File: config.mk
export PLATFORM = sky130hd
export DESIGN_NAME = argmax_stage
export DESIGN_NICKNAME = d
export VERILOG_FILES = /design/src/rtl/nn_pkg.sv /design/src/rtl/argmax_cmp.sv /design/src/rtl/argmax_stage.sv
export SDC_FILE = /design/constraint.sdc
export NUM_CORES = 1
export LEC_CHECK = 0
export CAP_MARGIN = 30
export CORE_MARGIN = 2
export CORE_UTILIZATION = 58
export CTS_CLUSTER_DIAMETER = 40
export DETAILED_ROUTE_END_ITERATION = 6
export PLACE_DENSITY = 0.95
export RECOVER_POWER = 100
export SYNTH_ARGS = -nofsm -noshare
export SYNTH_HDL_FRONTEND = slang
export SYNTH_HIERARCHICAL = 1
export SYNTH_SLANG_ARGS = --single-unit
File: constraint.sdc
create_clock -name clk -period 8.3 [get_ports clk]
set_input_delay 0.83 -clock clk [delete_from_list [all_inputs] [get_ports clk]]
set_output_delay 0.83 -clock clk [all_outputs]
set_load 0.01 [all_outputs]
File: src/rtl/nn_pkg.sv
// Shared types for the network tail: word width and the signed word type
// used by the layer blocks and the arg-max stage.
package nn_pkg;

  localparam int NN_T = 16;

  typedef logic signed [NN_T-1:0] word_t;

  // Index/counter width for a K-word vector; never narrower than one bit.
  function automatic int idx_width(input int k);
    return (k > 1) ? $clog2(k) : 1;
  endfunction

endpackage

File: src/rtl/argmax_cmp.sv
// Picks the larger of two (value, index) pairs; the first operand wins ties,
// so an earlier index is kept when values are equal.
module argmax_cmp #(
  parameter int T  = 16,
  parameter int IW = 3
) (
  input  logic signed [T-1:0]  a_val,
  input  logic        [IW-1:0] a_idx,
  input  logic signed [T-1:0]  b_val,
  input  logic        [IW-1:0] b_idx,
  output logic signed [T-1:0]  y_val,
  output logic        [IW-1:0] y_idx
);

  logic take_b;

  assign take_b = (b_val > a_val);
  assign y_val  = take_b ? b_val : a_val;
  assign y_idx  = take_b ? b_idx : a_idx;

endmodule

File: src/rtl/argmax_stage.sv
// Streaming arg-max over K-word vectors with a single registered result
// slot; the next vector streams in while the previous result waits.
module argmax_stage
  import nn_pkg::*;
#(
  parameter int K    = 8,
  parameter int T    = NN_T,
  parameter int logK = idx_width(K)
) (
  input  logic                clk,
  input  logic                reset,
  input  logic                s_valid,
  output logic                s_ready,
  input  logic signed [T-1:0] data_in,
  output logic                m_valid,
  input  logic                m_ready,
  output logic [logK-1:0]     idx_out,
  output logic signed [T-1:0] max_out
);

  localparam logic [logK-1:0] LAST = logK'(K - 1);

  logic [logK-1:0]     cnt;
  logic [logK-1:0]     best_idx;
  logic signed [T-1:0] best;

  logic [logK-1:0]     sel_idx;
  logic signed [T-1:0] sel_val;
  logic [logK-1:0]     win_idx;
  logic signed [T-1:0] win_val;

  logic first;
  logic last;
  logic s_xfer;
  logic m_xfer;

  assign first  = (cnt == '0);
  assign last   = (cnt == LAST);
  // Only the closing word can stall, and only behind an undrained result.
  assign s_ready = !reset && !(last && m_valid && !m_ready);
  assign s_xfer  = s_valid && s_ready;
  assign m_xfer  = m_valid && m_ready;

  argmax_cmp #(
    .T  (T),
    .IW (logK)
  ) u_cmp (
    .a_val (best),
    .a_idx (best_idx),
    .b_val (data_in),
    .b_idx (cnt),
    .y_val (sel_val),
    .y_idx (sel_idx)
  );

  // The first word of a vector seeds the running pair regardless of history;
  // with K=1 that word is also the result.
  assign win_val = first ? data_in : sel_val;
  assign win_idx = first ? '0      : sel_idx;

  always_ff @(posedge clk) begin
    if (reset) begin
      cnt      <= '0;
      best     <= '0;
      best_idx <= '0;
      m_valid  <= 1'b0;
      idx_out  <= '0;
      max_out  <= '0;
    end else begin
      if (s_xfer) begin
        best     <= win_val;
        best_idx <= win_idx;
        cnt      <= last ? '0 : cnt + logK'(1);
        if (last) begin
          idx_out <= win_idx;
          max_out <= win_val;
        end
      end
      if (s_xfer && last) begin
        m_valid <= 1'b1;
      end else if (m_xfer) begin
        m_valid <= 1'b0;
      end
    end
  end

endmodule

==> results of run 1 <==
[area by class of cell]
class	count	area (um2)
inverters	19	71.3
well taps	52	65.1
clock buffers	7	76.3
fillers	330	1290
flip-flops and latches	42	841
multi-input cells	176	1500
repair buffers	43	423
[cells in the mapped netlist, types with 3 or more instances]
master / instances / share of area
a211oi_1: 10 / 0.030
mux2_2: 8 / 0.036
a21oi_1: 23 / 0.046
nor2b_1: 3 / 0.0074
mux2i_1: 38 / 0.15
inv_1: 19 / 0.028
ha_1: 19 / 0.094
dfxtp_1: 42 / 0.33
buf_6: 4 / 0.018
nand2b_1: 25 / 0.062
buf_2: 4 / 0.0079
mux2_1: 14 / 0.062
a211oi_2: 7 / 0.035
nor2_1: 3 / 0.0045
clkbuf_1: 4 / 0.0059
nand2_1: 9 / 0.013
[sequential cells by signal, summed over array words and instances, names as in the netlist]
register,count
best,16
best_idx,3
cnt,3
idx_out,3
m_valid,1
max_out,16
[worst paths after layout]
| kind | from | end | slack [ns] | cells past startpoint |
|---|---|---|---|---|
| max | data_in[15] | best[15]$_SDFFE_PP0P_ | 3.58 | 10 |
| min | idx_out[0]$_SDFFE_PP0P_ | idx_out[0]$_SDFFE_PP0P_ | 0.48 | 2 |
| max reg2reg | best[7]$_SDFFE_PP0P_ | best[15]$_SDFFE_PP0P_ | 4.21 | 10 |
| min reg2reg | idx_out[0]$_SDFFE_PP0P_ | idx_out[0]$_SDFFE_PP0P_ | 0.48 | 2 |
[cell families after synthesis]
kind of cell,count (synthesis),share of synthesized area
multiplexers,60,0.248
AND/OR/NAND/NOR,49,0.113
AO/OA/AOI/OAI,48,0.143
flip-flops,42,0.333
buffers and inverters,35,0.0688
adder cells (fa/ha/maj),19,0.0940
[layer usage]
layer	track usage	vias to the layer above	routed length (um)
met5	0	-	0
met4	0.0726	0	101
met3	0.0577	12	277
met2	0.399	53	2590
met1	0.290	902	2350
li1	-	953	-
[power breakdown]
group          internal [mW]  switching [mW]  leakage [nW]
combinational         0.0712          0.0770         0.893
clock                 0.0580          0.0682        0.0383
sequential             0.215         0.00994         0.342
total                  0.344           0.155          1.27
[critical path, stage by stage]
cell           delay (ns)
dlygate4sd3_1        0.59
ha_1                 0.34
nand4_1              0.27
nor3_1               0.25
a211oi_1             0.11
nand2b_1             0.17
a21oi_1              1.39
mux2_1               0.40
mux2i_1              0.31
mux2i_1              0.18
[stage by stage]
step / std cells / cell area [um2] / utilization / setup WS (ns) / power, mW
final: 339 / 2970 / 0.697 / 3.58 / 0.499
after CTS: 339 / 3020 / 0.708 / 4.50 / 0.505
after detailed placement: 332 / 2940 / 0.690 / 4.29 / 0.379
after global placement: 330 / 2900 / 0.680 / 4.36 / 0.367
after floorplan: 253 / 2530 / - / 5.10 / 0.342
after global routing: 339 / 2970 / 0.697 / 3.33 / 0.528
==> flow_summary.json, run 1 <==
{
  "max_freq_mhz": 212,
  "finalClockSkew_ns": 0.00631,
  "clkTransAtPathRegs_ns": 0.08,
  "ys_seq_area_frac": 0.333,
  "synthArstFlopShare": 0,
  "grt-ovfl-total": 0,
  "syn_to_final_growth_pct": 17.5,
  "ys.flop_type": "dfxtp_1",
  "holdBufCountCts": 0,
  "finalHoldViolations": 0,
  "status": "finished with violations",
  "gp_congestion": 0.775,
  "initial_utilization": 0.593,
  "tns_ns": 0,
  "syn_area_mm2": 0.00253,
  "dr.pass1.iters": 4,
  "maxSlewHeadroom": -0.262,
  "clkLatencyLatePin_ns": 0.30,
  "powerDensity_mw_per_mm2": 168,
  "grt_usage": 0.234,
  "layout-drive-gt1-share": 0.0767,
  "via_per_inst": 5.66,
  "wire_per_inst_um": 15.7,
  "critPathCaptureType": "flop",
  "setup-violations-final": 0,
  "start_kind": "input port",
  "hpwl_mm": 3.73,
  "clkSinkCount": 42,
  "diodes": 0,
  "p_leak_nw": 1.27,
  "post_cts_resize_count": 0,
  "syn_inst": 253,
  "drtIter0Drc": 106,
  "rows": 24,
  "required_ns": 8.43,
  "mostFrequentLayoutCells": "dfxtp_1 (42), mux2i_1 (38), nand2b_1 (25), a21oi_1 (24), dlygate4sd3_1 (24)",
  "antenna_found_initial": 0,
  "grt_max_degree": 46,
  "fp.dieH_um": 70.0,
  "max_cap_viol_count": 2,
  "drt-total-wl_mm": 5.31,
  "ir_drop_mv": 0.0959,
  "ys_warn_count": 6,
  "die_area_mm2": 0.00490,
  "period_needed_ns": 4.72,
  "violations": "capacitance limit, slew limit",
  "final_common_cell": "dfxtp_1",
  "nets": 326,
  "ys_types": 33,
  "holdWs_ns": 0.479,
  "rsz0062_at_grt": "false",
  "syn_area_per_cell_um2": 9.99,
  "post_cts_buffers": 0,
  "ios": 41,
  "maxSlewViolCount": 66,
  "first_global_vias": 1999,
  "grt_pass1_wl_mm": 9.25,
  "synth_edf_count": 0,
  "dieWidth_um": 70.0,
  "ys_ff_latch": 42,
  "hp-class": "reg -> reg",
  "coreArea_mm2": 0.00426,
  "numCtsBuffers": 5,
  "fin_crit_sh": 0.569,
  "cts_buffer_depth": 2,
  "path_class": "in -> reg",
  "vias": 1920,
  "h-tree-depth": 2,
  "syn_nets": 292,
  "drc_errors": 0,
  "cts_tree": "yes",
  "worstMarginPinSlew_ns": 1.89,
  "crit_path_max_fanout": 19,
  "port_buffers": 40,
  "postRouteAntennaNets": 0,
  "cts-root-buf": "clkbuf_8",
  "crit_arrival_ns": 4.85
}
No activity file was read; power rests on OpenSTA's default activity.
==> inputs of run 2 (changes only) <==
--- a/config.mk
+++ b/config.mk
@@ -7,10 +7,10 @@
 export LEC_CHECK = 0
 export CAP_MARGIN = 30
 export CORE_MARGIN = 2
-export CORE_UTILIZATION = 58
+export CORE_UTILIZATION = 48
 export CTS_CLUSTER_DIAMETER = 40
 export DETAILED_ROUTE_END_ITERATION = 6
-export PLACE_DENSITY = 0.95
+export PLACE_DENSITY = 0.88
 export RECOVER_POWER = 100
 export SYNTH_ARGS = -nofsm -noshare
 export SYNTH_HDL_FRONTEND = slang
==> constraint.sdc (replaced) <==
create_clock -name clk -period 4.2 [get_ports clk]
set_input_delay 0.42 -clock clk [delete_from_list [all_inputs] [get_ports clk]]
set_output_delay 0.42 -clock clk [all_outputs]
set_load 0.01 [all_outputs]
==> flow_summary.json, run 2 (synthesis results as in run 1) <==
{
  "die_area_mm2": 0.00586,
  "grt_usage": 0.200,
  "drtIter0Drc": 98,
  "rows": 26,
  "final-seq-area_um2": 841,
  "placed_area_mm2": 0.00296,
  "maxSlewViolCount": 0,
  "max_cap_viol_count": 0,
  "start_kind": "input port",
  "first_global_vias": 1996,
  "p_leak_nw": 1.30,
  "max_freq_mhz": 275,
  "crit_path_max_fanout": 19,
  "finalHoldViolations": 0,
  "antenna_found_initial": 0,
  "port_buffers": 40,
  "fin_crit_sh": 0.866,
  "path_class": "in -> reg",
  "postRouteAntennaNets": 0,
  "grt_pass1_wl_mm": 9.47,
  "maxSlewHeadroom": 0.247,
  "worstMarginPinSlew_ns": 1.13,
  "initial_utilization": 0.495,
  "diodes": 0,
  "ir_drop_mv": 0.184,
  "syn_to_final_growth_pct": 20.3,
  "design_area_mm2": 0.00304,
  "status": "finished, final reports clean",
  "dieWidth_um": 76.6,
  "post_cts_resize_count": 0,
  "holdPathStages": 2,
  "multi_input_area_mm2": 0.00149,
  "grt_max_degree": 27,
  "holdWs_ns": 0.477,
  "wl_met2_mm": 2.66,
  "fillers": 452,
  "nets": 326,
  "top_layer_used": "met4",
  "holdBufCountCts": 0,
  "clkLatencyLatePin_ns": 0.30,
  "wl_met1_mm": 2.46,
  "met3_length_um": 215,
  "via_per_inst": 5.42,
  "numCtsBuffers": 5,
  "clkTransAtPathRegs_ns": 0.08,
  "rsz0062_at_grt": "false",
  "period_needed_ns": 3.64,
  "critPathCaptureType": "flop",
  "tns_ns": 0,
  "grt-ovfl-total": 0,
  "rr_worst_depth": 10,
  "dr.pass1.iters": 6,
  "h-tree-depth": 2,
  "setup-violations-final": 0,
  "cts_buffer_depth": 2,
  "post_cts_buffers": 0,
  "required_ns": 4.36,
  "mostFrequentLayoutCells": "dfxtp_1 (42), mux2i_1 (38), nand2b_1 (25), a21oi_1 (23), dlygate4sd3_1 (23)",
  "largestRegisters": "best (16), max_out (16)",
  "clkSinkCount": 42,
  "layout-drive-gt1-share": 0.0871,
  "final_common_cell": "dfxtp_1",
  "gp_congestion": 0.774,
  "hpwl_mm": 3.75,
  "fp.dieH_um": 76.6,
  "vias": 1934,
  "finalClockSkew_ns": 0.00900,
  "ios": 41,
  "crit_arrival_ns": 3.80,
  "drt-total-wl_mm": 5.42,
  "coreArea_mm2": 0.00511,
  "hp-class": "reg -> reg",
  "cts-root-buf": "clkbuf_8",
  "cts_tree": "yes",
  "powerDensity_mw_per_mm2": 354,
  "wire_per_inst_um": 15.2,
  "drc_errors": 0
}
run 2: cell count changes in the layout (fill, tap and decap cells not counted), moves of 2 or more:
| cell | change |
|---|---|
| buf_4 | +2 |
| clkbuf_1 | -4 |
| a211oi_2 | -2 |
| a211oi_1 | +2 |
run 2: metrics by stage:
step | cells | power, mW | utilization | worst slack, ns
2_1_floorplan | 253 | 0.676 | - | 1.41
3_3_place_gp | 349 | 0.727 | 0.573 | 0.703
3_5_place_dp | 350 | 0.755 | 0.579 | 0.616
4_1_cts | 357 | 1.09 | 0.601 | 0.885
5_1_grt | 357 | 1.13 | 0.596 | 0.379
6_report | 357 | 1.08 | 0.596 | 0.561
run 2: worst paths after layout:
check / startpoint / slack (ns) / end
setup / recovery: data_in[7] / 0.56 / best[15]$_SDFFE_PP0P_
hold / removal: idx_out[2]$_SDFFE_PP0P_ / 0.48 / idx_out[2]$_SDFFE_PP0P_
setup reg to reg: best[7]$_SDFFE_PP0P_ / 0.75 / best[15]$_SDFFE_PP0P_
hold reg to reg: idx_out[2]$_SDFFE_PP0P_ / 0.48 / idx_out[2]$_SDFFE_PP0P_
run 2: final cells by class:
cell class | count | area share
sequential | 42 | 0.276
timing repair buffer | 43 | 0.146
multi-input combinational | 176 | 0.489
tap | 70 | 0.0288
inverter | 19 | 0.0234
clock inverter | 1 | 0.00987
clock buffer | 6 | 0.0271
run 2: power breakdown:
| part | switching [mW] | internal, mW | leakage (nW) |
|---|---|---|---|
| clock | 0.141 | 0.190 | 0.0573 |
| combinational | 0.153 | 0.147 | 0.904 |
| sequential | 0.0199 | 0.425 | 0.342 |
run 2: critical path, stage by stage:
cell and delay, ns:
clkdlybuf4s50_1 0.45, ha_1 0.33, nand2_1 0.07, or3_1 0.43, a2111oi_4 0.32, o21ai_0 0.15, a21oi_2 0.87, mux2_1 0.40
mux2i_1 0.25, mux2i_1 0.11
run 2: metal layers:
metal  track usage  vias up
met5             0        -
met4        0.0782        0
met3        0.0427       11
met2         0.353       45
met1         0.236      919
li1              -      959
==> inputs of run 3 (changes only) <==
--- a/config.mk
+++ b/config.mk
@@ -7,12 +7,12 @@
 export LEC_CHECK = 0
 export CAP_MARGIN = 30
 export CORE_MARGIN = 2
-export CORE_UTILIZATION = 48
+export CORE_UTILIZATION = 47
 export CTS_CLUSTER_DIAMETER = 40
 export DETAILED_ROUTE_END_ITERATION = 6
+export GPL_TIMING_DRIVEN = 0
 export PLACE_DENSITY = 0.88
 export RECOVER_POWER = 100
 export SYNTH_ARGS = -nofsm -noshare
 export SYNTH_HDL_FRONTEND = slang
-export SYNTH_HIERARCHICAL = 1
 export SYNTH_SLANG_ARGS = --single-unit
==> flow_summary.json, run 3 <==
{
  "powerDensity_mw_per_mm2": 338,
  "ir_drop_mv": 0.207,
  "diodes": 0,
  "grt_pass1_wl_mm": 8.47,
  "max_cap_viol_count": 0,
  "swShare": 0.267,
  "hp-class": "reg -> reg",
  "syn_area_mm2": 0.00217,
  "via_per_inst": 5.71,
  "pre_cts_ws_ns": 1.21,
  "die_area_mm2": 0.00519,
  "ys_top_cells_by_area": "dfxtp_1 (39%), ha_1 (11%), mux2i_1 (8.7%)",
  "rr_worst_depth": 10,
  "cts-root-buf": "clkbuf_8",
  "ys_types": 36,
  "fp.dieH_um": 72.0,
  "hpwl_mm": 3.67,
  "maxSlewHeadroom": 0.558,
  "holdWs_ns": 0.483,
  "synth_edf_count": 0,
  "grt_usage": 0.205,
  "final_common_cell": "dfxtp_1",
  "pwr-share-clk": 0.341,
  "finalClockSkew_ns": 0.00670,
  "nets": 322,
  "max_freq_mhz": 297,
  "ys_seq_area_frac": 0.387,
  "p_leak_nw": 1.11,
  "grt-ovfl-total": 0,
  "path_class": "in -> reg",
  "start_kind": "input port",
  "syn_inst": 236,
  "postRouteAntennaNets": 0,
  "critPathLaunch": "data_in[15]",
  "drc_errors": 0,
  "cts_tree": "yes",
  "crit_arrival_ns": 3.53,
  "h-tree-depth": 2,
  "ys_ff_latch": 42,
  "initial_utilization": 0.493,
  "setup_ws_ns": 0.833,
  "post_cts_resize_count": 0,
  "tns_ns": 0,
  "reg2reg_slack_ns": 1.17,
  "setup-violations-final": 0,
  "maxSlewViolCount": 0,
  "rows": 24,
  "post_cts_buffers": 0,
  "r2r-end": "max_out[3]$_SDFFE_PP0P_",
  "internal_power_mw": 0.675,
  "port_buffers": 40,
  "crit_path_max_fanout": 10,
  "mostFrequentLayoutCells": "dfxtp_1 (42), inv_1 (25), a21oi_1 (25), o21ai_0 (22), dlygate4sd3_1 (22)",
  "syn_to_final_growth_pct": 25.4,
  "synth_most_common_cell": "dfxtp_1",
  "ys.flop_type": "dfxtp_1",
  "clkSinkCount": 42,
  "largestRegisters": "best (16), max_out (16)",
  "yosysTopAreaCell": "dfxtp_1",
  "p_seq_frac": 0.470,
  "gp_congestion": 0.934,
  "critPathCaptureType": "flop",
  "rsz0062_at_grt": "false",
  "first_global_vias": 1847,
  "drt-total-wl_mm": 5.05,
  "status": "finished, final reports clean",
  "grt_max_degree": 14,
  "coreArea_mm2": 0.00441,
  "endpoint": "max_out[3]$_SDFFE_PP0P_",
  "power.switching_mw": 0.245,
  "finalHoldViolations": 0,
  "worstMarginPinSlew_ns": 0.662,
  "clkLatencyLatePin_ns": 0.29,
  "period_needed_ns": 3.37,
  "fin_crit_sh": 0.802,
  "drtIter0Drc": 132,
  "fillers": 393,
  "r2r-start": "best[14]$_SDFFE_PP0P_",
  "antenna_found_initial": 0,
  "ys_top_cells_by_count": "dfxtp_1 (42), inv_1 (25), a21oi_1 (24), o21ai_0 (22)",
  "syn_area_per_cell_um2": 9.21,
  "ios": 41,
  "layout-drive-gt1-share": 0.0669,
  "holdBufCountCts": 0,
  "synthArstFlopShare": 0,
  "dr.pass1.iters": 4,
  "synth_top_area_share": 0.387,
  "p_comb_frac": 0.190,
  "vias": 1918,
  "wire_per_inst_um": 15.0,
  "clkTransAtPathRegs_ns": 0.08,
  "dieWidth_um": 72.0,
  "ys_warn_count": 0,
  "numCtsBuffers": 5,
  "cts_buffer_depth": 2,
  "required_ns": 4.36,
  "syn_nets": 275
}
==> run 3: layout make-up <==
class                      count  area, um2  share of cell area
clock inverter                 3       40.0              0.0147
timing repair buffer          40        400               0.147
multi-input combinational    155       1150               0.421
inverter                      26       97.6              0.0358
buffer                        13       65.1              0.0239
clock buffer                   5       68.8              0.0252
sequential                    42        841               0.308
tap                           52       65.1              0.0239
==> run 3: logic make-up (layout without fill, tap and decap cells) <==
| family | after synthesis | count (layout) | synth area share |
|---|---|---|---|
| compound gates | 73 | 73 | 0.217 |
| simple gates | 44 | 44 | 0.120 |
| flops | 42 | 42 | 0.387 |
| buf+inv | 39 | 87 | 0.0800 |
| fa+ha+maj | 19 | 19 | 0.109 |
| mux | 19 | 19 | 0.0875 |
==> run 3: layer usage <==
layer / GRT usage / vias up / wire length [um]
met3: 0.0403 / 12 / 238
met1: 0.268 / 912 / 2240
met2: 0.338 / 51 / 2480
met5: 0 / - / 0
met4: 0.0713 / 0 / 91
li1: - / 943 / -
==> run 3: through the flow <==
stage	std cells	power, mW	cell area, um2	util
2_1_floorplan	236	0.561	2170	-
3_3_place_gp	328	0.611	2640	0.598
3_5_place_dp	328	0.617	2640	0.598
4_1_cts	336	0.930	2750	0.623
5_1_grt	336	0.966	2730	0.618
6_report	336	0.920	2730	0.618
==> run 3: worst min path at each step <==
stage | startpoint | end | cells after the start
2_1_floorplan | best[0]$_SDFFE_PP0P_ | best[0]$_SDFFE_PP0P_ | 2
3_3_place_gp | idx_out[0]$_SDFFE_PP0P_ | idx_out[0]$_SDFFE_PP0P_ | 2
3_5_place_dp | idx_out[0]$_SDFFE_PP0P_ | idx_out[0]$_SDFFE_PP0P_ | 2
4_1_cts | idx_out[0]$_SDFFE_PP0P_ | idx_out[0]$_SDFFE_PP0P_ | 2
5_1_grt | idx_out[0]$_SDFFE_PP0P_ | idx_out[0]$_SDFFE_PP0P_ | 2
6_report | idx_out[1]$_SDFFE_PP0P_ | idx_out[1]$_SDFFE_PP0P_ | 2
==> run 3: power groups by stage <==
stage	Combinational [mW]	Sequential (mW)	Clock, mW
final	0.174	0.432	0.314
after floorplan	0.125	0.437	0
after detailed placement	0.176	0.441	0
after global routing	0.195	0.435	0.336
after CTS	0.180	0.432	0.318
after global placement	0.171	0.439	0
==> run 3: critical path, cell delays in order <==
cell           delay (ns)
dlygate4sd3_1        0.59
ha_1                 0.35
nand4_1              0.19
o221ai_1             0.14
a2bb2oi_1            0.15
a221o_2              0.33
a21oi_1              0.43
clkbuf_1             0.57
mux2i_1              0.28
a21oi_1              0.09
